<file path="src/rtl/pwm_pkg.sv">
// rtl/pwm_pkg.sv - shared types and helpers for the PWM decoder
package pwm_pkg;

    typedef enum logic {
        SEEK = 1'b0,
        MEAS = 1'b1
    } state_t;

    function automatic int unsigned timeout_cycles(input int unsigned width);
        return (32'd1 << (width + 1)) - 32'd1;
    endfunction

    // Clamp a measured count to the largest value a width-bit level can hold.
    function automatic logic [31:0] sat_level(input logic [32:0] cnt, input int unsigned width);
        logic [32:0] lim;
        lim = (33'd1 << width) - 33'd1;
        return (cnt > lim) ? lim[31:0] : cnt[31:0];
    endfunction

endpackage

</file>
<file path="src/rtl/pwm_sync.sv">
// rtl/pwm_sync.sv - multi-flop synchronizer with synchronous reset
module pwm_sync #(
    parameter int STAGES = 2
) (
    input  logic clk,
    input  logic reset,
    input  logic d,
    output logic q
);

    logic [STAGES-1:0] sr;

    always_ff @(posedge clk) begin
        if (reset) begin
            sr <= '0;
        end else begin
            sr <= {sr[STAGES-2:0], d};
        end
    end

    assign q = sr[STAGES-1];

endmodule

</file>
<file path="src/rtl/pwm_decoder.sv">
// rtl/pwm_decoder.sv - PWM level/period decoder; PWM_DECODER_GLITCH_FILTER_EN adds a 2-cycle deglitcher
module pwm_decoder
    import pwm_pkg::*;
#(
    parameter int WIDTH       = 8,
    parameter int INVERT      = 0,
    parameter int SYNC_STAGES = 2
) (
    input  logic             clk,
    input  logic             reset,
    input  logic             pwm_in,
    output logic [WIDTH-1:0] level,
    output logic [WIDTH:0]   period,
    output logic             valid,
    output logic             stuck
);

    localparam int unsigned    TO_INT  = timeout_cycles(WIDTH);
    localparam logic [WIDTH:0] TIMEOUT = TO_INT[WIDTH:0];
    localparam logic           INV     = (INVERT != 0);

    logic s;
    logic filt;
    logic a;
    logic a_prev;
    logic rise;
    logic tmo;

    pwm_sync #(.STAGES(SYNC_STAGES)) u_sync (
        .clk   (clk),
        .reset (reset),
        .d     (pwm_in),
        .q     (s)
    );

`ifdef PWM_DECODER_GLITCH_FILTER_EN
    logic s_q;
    logic filt_q;

    // Accept a new value only once it has been seen on two consecutive cycles.
    always_ff @(posedge clk) begin
        if (reset) begin
            s_q    <= 1'b0;
            filt_q <= 1'b0;
        end else begin
            s_q <= s;
            if (s == s_q) begin
                filt_q <= s;
            end
        end
    end

    assign filt = filt_q;
`else
    assign filt = s;
`endif

    assign a = filt ^ INV;

    // a_prev resets to the idle active value so an inverted line gives no spurious rise.
    always_ff @(posedge clk) begin
        if (reset) begin
            a_prev <= INV;
        end else begin
            a_prev <= a;
        end
    end

    assign rise = a & ~a_prev;

    state_t           state, state_d;
    logic [WIDTH:0]   hi_cnt, hi_cnt_d;
    logic [WIDTH:0]   per_cnt, per_cnt_d;
    logic [WIDTH:0]   idle_cnt, idle_cnt_d;
    logic [WIDTH-1:0] level_d;
    logic [WIDTH:0]   period_d;
    logic             valid_d;
    logic             stuck_d;

    // In SEEK the idle counter stops once stuck, so only one timeout strobe is produced.
    assign tmo = (state == MEAS) ? (per_cnt == TIMEOUT)
                                 : (!stuck && (idle_cnt == TIMEOUT - 1'b1));

    always_comb begin
        state_d    = state;
        hi_cnt_d   = hi_cnt;
        per_cnt_d  = per_cnt;
        idle_cnt_d = idle_cnt;
        level_d    = level;
        period_d   = period;
        valid_d    = 1'b0;
        stuck_d    = stuck;

        if (rise) begin
            if (state == MEAS) begin
                level_d  = WIDTH'(sat_level(33'(hi_cnt), WIDTH));
                period_d = per_cnt;
                valid_d  = 1'b1;
            end
            state_d    = MEAS;
            stuck_d    = 1'b0;
            hi_cnt_d   = 1;
            per_cnt_d  = 1;
            idle_cnt_d = '0;
        end else if (tmo) begin
            level_d    = a ? '1 : '0;
            period_d   = '1;
            valid_d    = 1'b1;
            stuck_d    = 1'b1;
            state_d    = SEEK;
            hi_cnt_d   = '0;
            per_cnt_d  = '0;
            idle_cnt_d = '0;
        end else if (state == MEAS) begin
            per_cnt_d = per_cnt + 1'b1;
            if (a) begin
                hi_cnt_d = hi_cnt + 1'b1;
            end
        end else if (!stuck) begin
            idle_cnt_d = idle_cnt + 1'b1;
        end
    end

    always_ff @(posedge clk) begin
        if (reset) begin
            state    <= SEEK;
            hi_cnt   <= '0;
            per_cnt  <= '0;
            idle_cnt <= '0;
            level    <= '0;
            period   <= '0;
            valid    <= 1'b0;
            stuck    <= 1'b0;
        end else begin
            state    <= state_d;
            hi_cnt   <= hi_cnt_d;
            per_cnt  <= per_cnt_d;
            idle_cnt <= idle_cnt_d;
            level    <= level_d;
            period   <= period_d;
            valid    <= valid_d;
            stuck    <= stuck_d;
        end
    end

endmodule
</file>
<file path="config.mk">
export PLATFORM = sky130hd
export DESIGN_NAME = pwm_decoder
export DESIGN_NICKNAME = d
export VERILOG_FILES = /design/src/rtl/pwm_pkg.sv /design/src/rtl/pwm_sync.sv /design/src/rtl/pwm_decoder.sv
export SDC_FILE = /design/constraint.sdc
export NUM_CORES = 1
export LEC_CHECK = 0
export CORE_MARGIN = 2
export CORE_UTILIZATION = 26
export DETAILED_ROUTE_END_ITERATION = 10
export PLACE_DENSITY_LB_ADDON = 0.1
export SYNTH_ARGS = -nofsm -noshare
export SYNTH_HDL_FRONTEND = slang
export SYNTH_HIERARCHICAL = 1
export SYNTH_SLANG_ARGS = --single-unit
</file>
<file path="constraint.sdc">
create_clock -name clk -period 1.7 [get_ports clk]
set_input_delay 0.51 -clock clk [delete_from_list [all_inputs] [get_ports clk]]
set_output_delay 0.51 -clock clk [all_outputs]
set_load 0.02 [all_outputs]
</file>
Yosys cells after proc, flatten, opt, wreduce, memory -nomap -nowiden --
Cells that the tools add are included.
Word-level totals: bits of input ports 3, word-level logic and storage cells 55, bits in registers 50, output and inout port bits 19
Cells by class: add/subtract/negate cells 3, equal/unequal tests 3, multiplexer cells 21, bitwise gates (word level) 4, reductions and logical operators 11, magnitude comparators 1
Operator list (number):
- $mux 8 | 5
- $add 9x1->9 const B | 3
- $mux 9 | 3
- $eq 9x9->1 const B | 2
- $mux 1 | 13
- $gt 9x8->1 const B | 1
- $reduce_and 2->1 | 4
- $reduce_bool 3->1 | 2
- $not 1->1 | 3
- $reduce_or 3->1 | 1
- $ne 2x1->1 const B | 1
- $reduce_bool 2->1 | 1
- $reduce_or 2->1 | 1
- $and 1x1->1 | 1
- $logic_and 1x1->1 | 1
- $logic_not 1->1 | 1

Depth between registers and ports, before layout --
depth after elaboration 5, mapped depth 8, depth with buffers taken out 8

Modules after synthesis --
Netlist, hierarchy kept.
Modules (own cells, without submodules):
- pwm_decoder | instances 1, seq. area each 960.9 sq um, cells each 214, area each 2039.5 sq um
- pwm_sync | instances 1, seq. area each 40.0 sq um, cells each 4, area each 52.6 sq um

Least setup slack after synthesis --
No wires, ideal clock.
path kind reg2reg, from register per_cnt[0], to register period[8], required time 1.582 ns, slack -0.017 ns, library setup time 0.118 ns, stages on the path, launching flop included 9, clock period less this slack 1.717 ns, buffers on the path 1, arrival time 1.599 ns, path through dfxtp_1 ha_1 nand3_1 nor2_1 ha_1 o21ai_0 o21ai_2 buf_6 o221a_4
On the way: word-level cells in the longest chain between the ends 4
Ends and longest elaborated chain:
- start: declaration | RTL line pwm_decoder.sv:73 | logic [WIDTH:0] per_cnt, per_cnt_d;
- start signal: assignment | RTL line pwm_decoder.sv:137 | per_cnt <= per_cnt_d;
- $eq 9x9->1 | RTL line pwm_decoder.sv:81 | assign tmo = (state == MEAS) ? (per_cnt == TIMEOUT)
- $mux 1 | RTL line pwm_decoder.sv:81
- $reduce_bool 2->1 (no source line)
- $reduce_and 2->1 (no source line)
- end signal: assignment | RTL line pwm_decoder.sv:140 | period <= period_d;
- end: declaration | RTL line pwm_decoder.sv:13 | output logic [WIDTH:0] period,
No other way between the ends. A chain may end at the register's enable or synchronous reset.

Final worst setup path --
from register per_cnt[0], to register period[1]
The elaborated chain is that of the path after synthesis.

==> results_dict.tcl <==
set metrics [dict create \
    synthCells 218 \
    cts_sinks 50 \
    timing.slew.headroom 0.6508 \
    htree_levels 2 \
    num_antenna_cells 0 \
    die_y_um 93.70 \
    cts_tree "built" \
    slew_violations 0 \
    fp.dieArea_sq_mm 0.008780 \
    synth_nets 227 \
    crit_path_frequent_cell "ha_2" \
    cp_slowest_cell "dfxtp_2" \
    cts.clk_slew.worst_paths_ps 90 \
    worst-setup-path-type "reg -> reg" \
    endpoint_kind "flip-flop" \
    yosysUniqueCellTypes 36 \
    yosys-top-cells-count "dfxtp_1, nor2_1, nand2_1" \
    synthFlopType "dfxtp_1" \
    grt_use_total 0.1105 \
    min-delay-start "u_sync/sr[0]$_SDFF_PP0_" \
    layout_setup_ws_ps 112.8 \
    skew_ps 9.953 \
    die_x_um 93.70 \
    stdcell_count 365 \
    holdWs_ps 442.3 \
    seq_area_sq_mm 0.001002 \
    final_util 0.3475 \
    wl_um 4263 \
    synth_area_per_cell_sq_um 9.596 \
    crit_required_ps 1890 \
    syn_area_sq_mm 0.002092 \
    place_area_sq_mm 0.002608 \
    synthArstFlopShare 0 \
    numCtsBuffers 5 \
    antenna_found_initial 0 \
    worst_pin_slew_ps 523.8 \
    yosysMostFrequentCell "dfxtp_1" \
    layout.nets 272 \
    worstPathCellList "ha_2, nand3_1, nor2_1, ha_2, o21ai_2, o21ai_4, buf_12, o221a_2" \
    r2r_start "per_cnt[0]$_SDFFE_PP0P_" \
    critPathMaxStageDelay_ps 330 \
    num_io_pins 22 \
    multiInputGateArea_sq_mm 0.001036 \
    period_needed_ps 1587 \
    fin_area_sq_mm 0.002699 \
    post-route-drc-count 0 \
    core_area_sq_mm 0.007767 \
    rsz0062_at_grt "no" \
    first_pass_iters 4 \
    viasPerCell 4.351 \
    clockBufferDepth 2 \
    post_drt_wl_per_cell_um 11.68 \
    startpoint_type "flip-flop" \
    fillers 834 \
    power_mw 2.021 \
    peakVddDrop_uv 295.0 \
    synth_edf_count 0 \
    num_vias 1588 \
    yosysTopAreaCell "dfxtp_1" \
    synth.top_cells.by_area "dfxtp_1, nor2_1, mux2i_1" \
    max_cap_viol_count 0 \
    synth_top_area_frac 0.4785 \
    grt_pass1_vias 1553 \
    hold_viol_final 0 \
    crit_arrival_ps 1780 \
    yosys_register_bits 50 \
    io_buffers 21 \
    post-route-period-util 0.9337 \
    drt_first_iter_violations 27 \
    grt_overflow_total 0 \
    fp-row-count 32 \
    drive_gt1_frac 0.2015 \
    yosysWarningCount 6 \
    outcome "finished clean" \
    grt_max_degree 17 \
    place_inst 358 \
    crit_fanout 8 \
    p_leak_nw 1.093 \
    cts-root-buf "clkbuf_8" \
    hold_path_class "reg -> reg" \
    powerDensity_mw_per_mm2 748.7 \
    ys_seq_area_frac 0.4785 \
    final.setup.tns_ps 0 \
    clock_latency_ps 300 \
    place_ws_ps -55.33 \
    start_util 0.2693 \
    dp_hpwl_um 3158 \
    final_antenna_net_count 0 \
    max_freq_mhz 630.0 \
    grt_pass1_wl_um 7590 \
    crit_start "per_cnt[0]$_SDFFE_PP0P_" \
    areaGrowthSynthToFinish_pct 29.01 \
    place.gp.congestion 0.6843 \
    setup_violations 0 \
]
-- kinds of logic (layout without fill, tap and decap cells) --
kind of cell	count (synthesis)	in the layout	share of synthesized area
buf+inv	15	60	0.03888
fa+ha+maj	6	6	0.03588
compound gates	30	30	0.1053
mux	13	13	0.06280
flops	50	50	0.4785
xor+xnor	20	20	0.08373
simple gates	84	84	0.1950
-- critical path, delay by kind of cell (launching register included) --
| family | cells | cell delay [ps] |
|---|---|---|
| AOI/OAI and AO/OA | 3 | 510 |
| adders and majority gates | 2 | 380 |
| buffers and inverters | 1 | 150 |
| and+or+nand+nor | 2 | 120 |
| DFF | 1 | 330 |
-- power by group --
part           total [mW]  internal [mW]  switching, mW
Clock               0.672          0.282          0.391
Combinational       0.144         0.0719         0.0718
Sequential           1.20           1.19         0.0148
-- cell usage in the layout (no fill, tap or decap), types with 6 or more instances in the layout --
cell | synthesis | final
o221a_2 | 6 | 6
nand4_1 | 7 | 7
nand2_1 | 18 | 18
nand3_1 | 6 | 6
a21oi_1 | 7 | 7
nor2_1 | 33 | 33
xor2_1 | 13 | 13
dfxtp_1 | 50 | 49
dlygate4sd2_1 | 0 | 19
mux2i_1 | 12 | 12
o21ai_0 | 10 | 9
xnor2_1 | 7 | 7
buf_4 | 0 | 23
-- routing by layer --
layer | GRT usage | part of all wire | up-vias
met4 | 0.03623 | 0.016 | 0
met5 | 0 | 0 | -
met3 | 0.02889 | 0.041 | 6
met1 | 0.1575 | 0.52 | 718
li1 | - | - | 834
met2 | 0.1619 | 0.43 | 30
-- flip-flops by register name (all words and copies together), names as in the netlist --
signal and count:
level 8, state 1, per_cnt 9, hi_cnt 9
idle_cnt 9, u_sync/sr 2, period 9, a_prev 1
stuck 1, valid 1
-- area by class of cell --
class / count / share of cell area
clock buffer: 5 / 0.02550
clock inverter: 2 / 0.005563
timing repair buffer: 48 / 0.1595
inverter: 5 / 0.006954
sequential: 50 / 0.3713
multi-input combinational: 153 / 0.3839
tap: 102 / 0.04729
-- final timing paths --
check	end	slack [ps]	depth (start not counted)
min reg2reg	u_sync/sr[1]$_SDFF_PP0_	440	1
max reg2reg	period[1]$_SDFFE_PP0P_	110	8
max	period[1]$_SDFFE_PP0P_	110	8
min	u_sync/sr[1]$_SDFF_PP0_	440	1
-- repair_timing --
item / 4_1_cts / 5_1_grt
gates resized for setup: 19 / 8
setup endpoints to repair: 19 / 41
hold buffers: 0 / 0
setup buffers: 0 / 0
pin swaps: 0 / 1
Power figures use the tool's default switching activity.
